## config.mk

```make
export PLATFORM = sky130hd
export DESIGN_NAME = dn_counter
export DESIGN_NICKNAME = d
export VERILOG_FILES = /design/src/rtl/dn_counter_pkg.sv /design/src/rtl/dn_counter.sv
export SDC_FILE = /design/constraint.sdc
export NUM_CORES = 1
export LEC_CHECK = 0
export BUFFER_PORTS_ARGS = -buffer_cell sky130_fd_sc_hd__buf_2
export CELL_PAD_IN_SITES_DETAIL_PLACEMENT = 0
export CELL_PAD_IN_SITES_GLOBAL_PLACEMENT = 1
export CORE_UTILIZATION = 30
export CTS_BUF_LIST = sky130_fd_sc_hd__clkbuf_8 sky130_fd_sc_hd__clkbuf_16
export CTS_CLUSTER_SIZE = 20
export DETAILED_ROUTE_END_ITERATION = 6
export GPL_TIMING_DRIVEN = 0
export PLACE_DENSITY_LB_ADDON = 0.1
export SLEW_MARGIN = 20
export SYNTH_ARGS = -nofsm -noshare
export SYNTH_HDL_FRONTEND = slang
export SYNTH_SLANG_ARGS = --single-unit
```

## constraint.sdc

```tcl
create_clock -name clk -period 1.5 [get_ports clk]
set_clock_uncertainty 0.2 [all_clocks]
set_input_delay 0.225 -clock clk [delete_from_list [all_inputs] [get_ports clk]]
set_output_delay 0.225 -clock clk [all_outputs]
set_load 0.1 [all_outputs]
```

## src/rtl/dn_counter_pkg.sv

```systemverilog
// Shared types and constants for the loadable down counter.
package dn_counter_pkg;

    typedef enum logic [1:0] {
        IDLE = 2'd0,
        RUN  = 2'd1,
        DONE = 2'd2
    } state_t;

    localparam logic MODE_ONESHOT = 1'b0;
    localparam logic MODE_RELOAD  = 1'b1;

endpackage

```

## src/rtl/dn_counter.sv

```systemverilog
// Loadable down counter with one-shot / auto-reload modes and a one-cycle
// terminal-count pulse.
module dn_counter
    import dn_counter_pkg::*;
#(
    parameter int WIDTH = 2
) (
    input  logic             clk,
    input  logic             reset,
    input  logic             start,
    input  logic             stop,
    input  logic             en,
    input  logic             mode,
    input  logic [WIDTH-1:0] load_val,
    output logic [WIDTH-1:0] count_out,
    output logic             tc,
    output logic             busy,
    output logic             done
);

    state_t           state_q, state_d;
    logic [WIDTH-1:0] count_q, count_d;
    logic [WIDTH-1:0] reload_q, reload_d;
    logic             mode_q, mode_d;
    logic             tc_q, tc_d;

    // Priority is stop > start > en; start is honoured from every state.
    always_comb begin
        state_d  = state_q;
        count_d  = count_q;
        reload_d = reload_q;
        mode_d   = mode_q;
        tc_d     = 1'b0;
        if (stop) begin
            state_d = IDLE;
        end else if (start) begin
            state_d  = RUN;
            count_d  = load_val;
            reload_d = load_val;
            mode_d   = mode;
        end else if (state_q == RUN && en) begin
            if (count_q != '0) begin
                count_d = count_q - WIDTH'(1);
            end else begin
                tc_d = 1'b1;
                if (mode_q == MODE_RELOAD) begin
                    count_d = reload_q;
                end else begin
                    state_d = DONE;
                end
            end
        end
    end

    always_ff @(posedge clk or negedge reset) begin
        if (!reset) begin
            state_q  <= IDLE;
            count_q  <= '0;
            reload_q <= '0;
            mode_q   <= MODE_ONESHOT;
            tc_q     <= 1'b0;
        end else begin
            state_q  <= state_d;
            count_q  <= count_d;
            reload_q <= reload_d;
            mode_q   <= mode_d;
            tc_q     <= tc_d;
        end
    end

    assign count_out = count_q;
    assign tc        = tc_q;
    assign busy      = (state_q == RUN);
    assign done      = (state_q == DONE);

endmodule

```

==> results of run 1 <==
[cell families after synthesis]
kind of cell    synth area share (%)
compound gates                  15.6
buf+inv                         3.17
flops                           50.8
mux                             8.57
simple gates                    21.9
[per-stage QoR]
stage | hold WS [ps] | util, % | setup TNS (ps) | power [W]
floorplan | -271 | - | -73.2 | 0.000459
global placement | -126 | 42.3 | 0 | 0.000504
detailed placement | -117 | 42.3 | 0 | 0.000511
CTS | 2.79 | 49.0 | 0 | 0.000804
global route | 24.4 | 50.4 | -50.6 | 0.000851
finish | 9.35 | 50.4 | 0 | 0.000810
[cells in the final DEF, fill, tap and decap left out, drive strengths merged]
| cell | netlist | layout |
|---|---|---|
| buf | 1 | 13 |
| dfrtp | 8 | 8 |
| nor2 | 6 | 6 |
| inv | 2 | 3 |
| mux2 | 3 | 3 |
| clkbuf | 0 | 3 |
| nor2b | 2 | 2 |
| o21ai | 2 | 2 |
| a2bb2oi | 2 | 2 |
| a21oi | 2 | 2 |
| and2b | 1 | 1 |
| nand3 | 1 | 1 |
| nor3 | 1 | 1 |
| nand2 | 1 | 1 |
| o31ai | 1 | 1 |
| and4bb | 1 | 1 |
| nand4b | 1 | 1 |
| a31o | 1 | 1 |
| a211oi | 1 | 1 |
| or3b | 1 | 1 |
| dlygate4sd3 | 0 | 1 |
[flip-flops by register name, indices dropped and copies added (netlist names)]
name,flops
count_out,2
reload_q,2
mode_q,1
tc,1
state_q,2
[area by class of cell]
| class | instances | area, um2 | share of cell area, % |
|---|---|---|---|
| Clock inverter | 1 | 3.75 | 0.644 |
| Tap cell | 14 | 17.5 | 3.00 |
| Multi-Input combinational cell | 27 | 204 | 35.0 |
| Sequential cell | 8 | 208 | 35.6 |
| Timing Repair Buffer | 13 | 96.3 | 16.5 |
| Clock buffer | 3 | 41.3 | 7.08 |
| Buffer | 1 | 5.00 | 0.858 |
| Inverter | 2 | 7.51 | 1.29 |
[worst min path at each step]
stage	start	endpoint	slack, ps	cells after the start
2_1_floorplan	reset	mode_q$_DFFE_PN0P_	-270	0
3_3_place_gp	reset	count_out[0]$_DFFE_PN0P_	-130	1
3_5_place_dp	reset	count_out[0]$_DFFE_PN0P_	-120	1
4_1_cts	stop	tc$_DFF_PN0_	3	2
5_1_grt	stop	state_q[1]$_DFFE_PN0P_	20	2
6_report	stop	tc$_DFF_PN0_	9	2
[power by group]
group / total (W) / switching [W] / internal (W) / leakage, nW
sequential: 0.000289 / 0.0000365 / 0.000252 / 0.0962
combinational: 0.000252 / 0.000167 / 0.0000851 / 0.133
clock: 0.000269 / 0.0000915 / 0.000178 / 0.0269
total: 0.000810 / 0.000295 / 0.000515 / 0.257
[repair_timing]
item                       CTS  global route
pin swaps                    0             2
setup endpoints to repair    4             3
cloned                       0             0
hold buffers                 1             0
gates resized for setup      7             4
hold endpoints to repair     8             0
[per-layer routing]
| metal | GRT usage (%) | vias up | wire (um) |
|---|---|---|---|
| li1 | - | 169 | - |
| met1 | 20.4 | 175 | 414 |
| met2 | 23.3 | 11 | 449 |
| met3 | 5.23 | 2 | 38 |
| met4 | 10.7 | 0 | 16 |
| met5 | 0 | - | 0 |
==> results.md, run 1 <==
* DRT Wirelength at 919 um
* CP max FO at 3
* Slowest-stage cell, CP: dfrtp_1
* CTS Sinks at 8
* Post-DP Area at 489 um2
* H-tree depth at 1
* Placed insts at 64
* Share of layout cells above drive strength 1 at 50.9%
* Pleak at 0.257 nW
* Die footprint at 1460 um2
* CTS Buf Count at 3
* Final Max Slew Viols at 0
* Async SR Flop Fraction at 100%
* Crit path launch type: register
* Status: finished, final reports clean
* Bufs and invs on worst path at 1
* Post-synth cell types at 19
* Fin nets at 64
* Fin cells at 69
* Mapped Nets at 46
* Synth area leaders: dfrtp_1 51%, mux2_2 8.6%, nor2_1 5.7%
* Arr. time, crit path at 1060 ps
* Seq/Total Area, Yosys at 50.8%
* Largest net degree at the start of global routing at 9
* RR Endpoint: count_out[1]$_DFFE_PN0P_
* Filler Cell Count at 99
* WS Path Type: reg2out
* Final setup viols at 0
* Critical path data required time at 1070 ps
* I/O Buffers at 12
* Worst-Skew Late Latency at 230 ps
* Area Overhead vs Synth at 47.9%
* Die W at 38.2 um
* Reg clk slew, reported paths at 50 ps
* Mapped Cells at 38
* Final count of hold timing violations at 0
* R2R cell count at 3
* Rows at 12
* RSZ-0062 raised after global routing: yes
* DRC at 0
* R2R Setup Slk at 30 ps
* Top-count cell post-synth: dfrtp_1
* Final worst slack at 19.7 ps
* Yosys warns at 0
* Number of global-route vias before repair at 331
* CTS max path bufs at 2
* Top-area cell type share of the netlist area at 50.8%
* Synth Register Bits at 8
* First-pass GRT wire length at 1510 um
* RR Startpoint: count_out[0]$_DFFE_PN0P_
* CP Depth at 2
* Hold Crit Class: in2reg
* CP Capture Point: busy
* Initial Utilization at 34.1%
* Post CTS Setup Buffer Count at 0
* Top post-synthesis cells by count: 8 x dfrtp_1, 6 x nor2_1, 3 x mux2_2
* CTS tree: built
* Gp weighted congestion at 0.686
* GR Overflow Total at 0
* Max Cap Violations at 0
* Number of synthesized flops with an enable pin at 0
* Syn Area/Cell at 10.4 um2
* Root Driver: clkbuf_8
* Post-Synthesis Cell Area at 394 um2
* Initial DRC Count at 3
* Delay-heaviest family, CP: flip-flops
* Antenna violations before repair at 0
* Crit-path max cell delay at 380 ps
* Worst slack at placement at 30.0 ps
* Io pins at 13
* Max transition margin at 68.1%
* Final ANT Viol Nets at 0
* Die H at 38.2 um
* Critical path cell sequence: and2b_4, buf_12
* Post-synth top flop: dfrtp_1
* Max IR drop VDD at 0.545 mV
* Post-route cell area at 583 um2
* Crit path launch: state_q[1]$_DFFE_PN0P_
* Core Area at 1160 um2
* GR Util All Layers at 16.2%
* Final min period at 1480 ps
* Avg WL per Cell at 13.3 um
* Fin crit share at 98.7%
* Synth area leader: dfrtp_1
* Worst slew pin tran at 482 ps
* Detailed-route via count at 357
* Number of diodes at 0
* CP endpoint kind: output pin
* Drt pass-1 iters at 3
* DR vias/cell at 5.17
* Pwr Density at 1390 nW/um2
* Highest Clock Rate at 676 MHz
Note: power is estimated with default switching activity, not from simulation.
==> run 2: changes to the inputs <==
CELL_PAD_IN_SITES_DETAIL_PLACEMENT = unset   (was 0)
CELL_PAD_IN_SITES_GLOBAL_PLACEMENT = unset   (was 1)
CORE_AREA = 2 2 39 41   (was unset)
CORE_UTILIZATION = unset   (was 30)
DIE_AREA = 0 0 41 43   (was unset)
PLACE_DENSITY_LB_ADDON = unset   (was 0.1)
clock period = 1.6 ns   (was 1.5 ns; I/O delays follow)
==> run 2 against run 1 <==
  * Sequential share of layout area rose by 1.5 points
  * Global-route usage shrank 4.7 points
  * Cell count increased by 2.9%
  * Utilization shrank 11 points
  * Critical path type unchanged
==> results.md, run 2 (synthesized netlist as in run 1, its figures left out) <==
* R2R Setup Slk at 210 ps (was 30 ps)
* Slowest-stage cell, CP: dfrtp_1 (unchanged)
* Avg WL per Cell at 10.9 um (was 13.3 um)
* Gp weighted congestion at 0.687 (was 0.686)
* Clock share of power at 34.3% (was 33.3%)
* Commonest cells after routing, fill and taps aside: 11 x buf_2, 6 x dfrtp_1, 5 x nor2_1 (was 9 x buf_2, 6 x dfrtp_1, 5 x nor2_1)
* DRC at 0 (unchanged)
* Pwr Density at 1310 nW/um2 (was 1390 nW/um2)
* Initial Utilization at 28.5% (was 34.1%)
* Fin crit share at 96.6%
* CP endpoint kind: output pin (unchanged)
* Most common cell after layout, fill and taps aside: buf_2 (unchanged)
* Number of global-route vias before repair at 325 (was 331)
* RSZ-0062 raised after global routing: no (was yes)
* Final setup viols at 0 (unchanged)
* Max Cap Violations at 0 (unchanged)
* Max IR drop VDD at 0.757 mV (was 0.545 mV)
* Hold path depth at 2 (unchanged)
* Area Overhead vs Synth at 38.4% (was 47.9%)
* Final min period at 1550 ps
* Crit path launch type: register (unchanged)
* Worst slew pin tran at 484 ps (was 482 ps)
* Core Area at 1380 um2 (was 1160 um2)
* Final count of hold timing violations at 0 (unchanged)
* DR vias/cell at 4.68 (was 5.17)
* Max transition margin at 67.9% (was 68.1%)
* GR Util All Layers at 11.5% (was 16.2%)
* CTS Sinks at 8 (unchanged)
* Post CTS Setup Buffer Count at 0 (unchanged)
* Net Sw Frac at 35.8% (was 36.4%)
* Hold Crit Class: in2reg (unchanged)
* Rows at 14 (was 12)
* Antenna violations before repair at 0 (unchanged)
* Die footprint at 1760 um2 (was 1460 um2)
* First-pass GRT wire length at 1300 um (was 1510 um)
* Share of layout cells above drive strength 1 at 45.5% (was 50.9%)
* Initial DRC Count at 5 (was 3)
* Arr. time, crit path at 1110 ps (was 1060 ps)
* Root Driver: clkbuf_8 (unchanged)
* Worst-Skew Late Latency at 230 ps (about the same)
* Sequential share of power at 36.3% (was 35.7%)
* Die W at 41 um (was 38.2 um)
* Highest Clock Rate at 647 MHz
* Reg clk slew, reported paths at 40 ps (was 50 ps)
* H-tree depth at 1 (unchanged)
* Crit-path max cell delay at 380 ps (about the same)
* Detailed-route via count at 332 (was 357)
* P_sw at 0.000256 W (was 0.000295 W)
* R2R cell count at 3 (unchanged)
* Number of diodes at 0 (unchanged)
* I/O Buffers at 12 (unchanged)
* Hold_sp: stop (unchanged)
* Total chip power at 0.000715 W (was 0.000810 W)
* Io pins at 13 (unchanged)
* WHS Endpoint: state_q[1]$_DFFE_PN0P_ (was tc$_DFF_PN0_)
* Status: finished, final reports clean (unchanged)
* CTS max path bufs at 2 (unchanged)
* Final ANT Viol Nets at 0 (unchanged)
* Final Max Slew Viols at 0 (unchanged)
* Fin Hold WS at 18.7 ps (was 9.35 ps)
* Filler Cell Count at 147 (was 99)
* WS Path Type: reg2out (unchanged)
* Bufs and invs on worst path at 1 (unchanged)
* RR Endpoint: count_out[1]$_DFFE_PN0P_ (unchanged)
* Critical path data required time at 1160 ps (was 1070 ps)
* RR Startpoint: count_out[0]$_DFFE_PN0P_ (unchanged)
* Delay-heaviest family, CP: flip-flops (unchanged)
* Pleak at 0.247 nW (was 0.257 nW)
* Internal power at 0.000459 W (was 0.000515 W)
* Largest net degree at the start of global routing at 9 (unchanged)
* CTS tree: built (unchanged)
* DRT Wirelength at 773 um (was 919 um)
* CP max FO at 3 (unchanged)
* Comb pwr share at 29.5% (was 31.1%)
* Fin nets at 64 (unchanged)
* CTS Buf Count at 3 (unchanged)
* Critical path cell sequence: and2b_4, buf_6 (was and2b_4, buf_12)
* Die H at 43 um (was 38.2 um)
* Drt pass-1 iters at 4 (was 3)
* GR Overflow Total at 0 (unchanged)
## run 2: cell count changes in the layout (fill, tap and decap cells not counted), sizes merged
cell / change
buf: -1
clkbuf: +1
## run 2: stage by stage
stage                     area [um2]  std cells  TNS, ps  util, %  worst slack [ps]
after floorplan                  402         38    -39.2        -             -39.2
after global placement           482         66        0     34.8               120
after detailed placement         482         66        0     34.8               109
after CTS                        543         71        0     39.2              3.47
after global routing             546         71        0     39.4              14.5
final                            546         71        0     39.4              53.9
## run 2: worst max path at each step
stage,depth (start not counted),to,slack [ps],from
floorplan,1,done,-40,state_q[0]$_DFFE_PN0P_
global placement,2,busy,120,state_q[1]$_DFFE_PN0P_
detailed placement,2,busy,110,state_q[1]$_DFFE_PN0P_
CTS,2,done,3,state_q[0]$_DFFE_PN0P_
global route,2,busy,10,state_q[1]$_DFFE_PN0P_
finish,2,busy,50,state_q[1]$_DFFE_PN0P_
## run 2: worst reg2reg max path: stages, from the launching register on
cell       delay [ps]
dfrtp_2           440
or3b_1            380
a21oi_1           130
a2bb2oi_1         160
## run 2: layout make-up
cell class,instances,area (um2),area share [%]
clock buffer,3,41.3,7.57
buffer,1,5.00,0.917
tap,16,20.0,3.67
timing repair buffer,13,78.8,14.4
multi-input combinational,27,186,34.2
clock inverter,1,3.75,0.688
sequential,8,203,37.2
inverter,2,7.51,1.38
## run 2: power groups by stage
stage          Sequential (W)  Clock (W)  Combinational (W)
2_1_floorplan        0.000343          0          0.0000803
3_3_place_gp         0.000263          0           0.000204
3_5_place_dp         0.000262          0           0.000206
4_1_cts              0.000259   0.000253           0.000212
5_1_grt              0.000264   0.000269           0.000224
6_report             0.000259   0.000245           0.000210
## run 2: metal layers
layer	track usage [%]	share of wire, %
met5	0	0
met4	2.00	0
met3	9.42	8.0
met2	15.9	47
met1	13.8	45
## run 2: what timing repair did
item	4_1_cts	5_1_grt
gates resized for setup	2	1
hold buffers	1	0
endpoints found under the setup margin	1	1
pin swaps	0	0
hold endpoints to repair	8	0
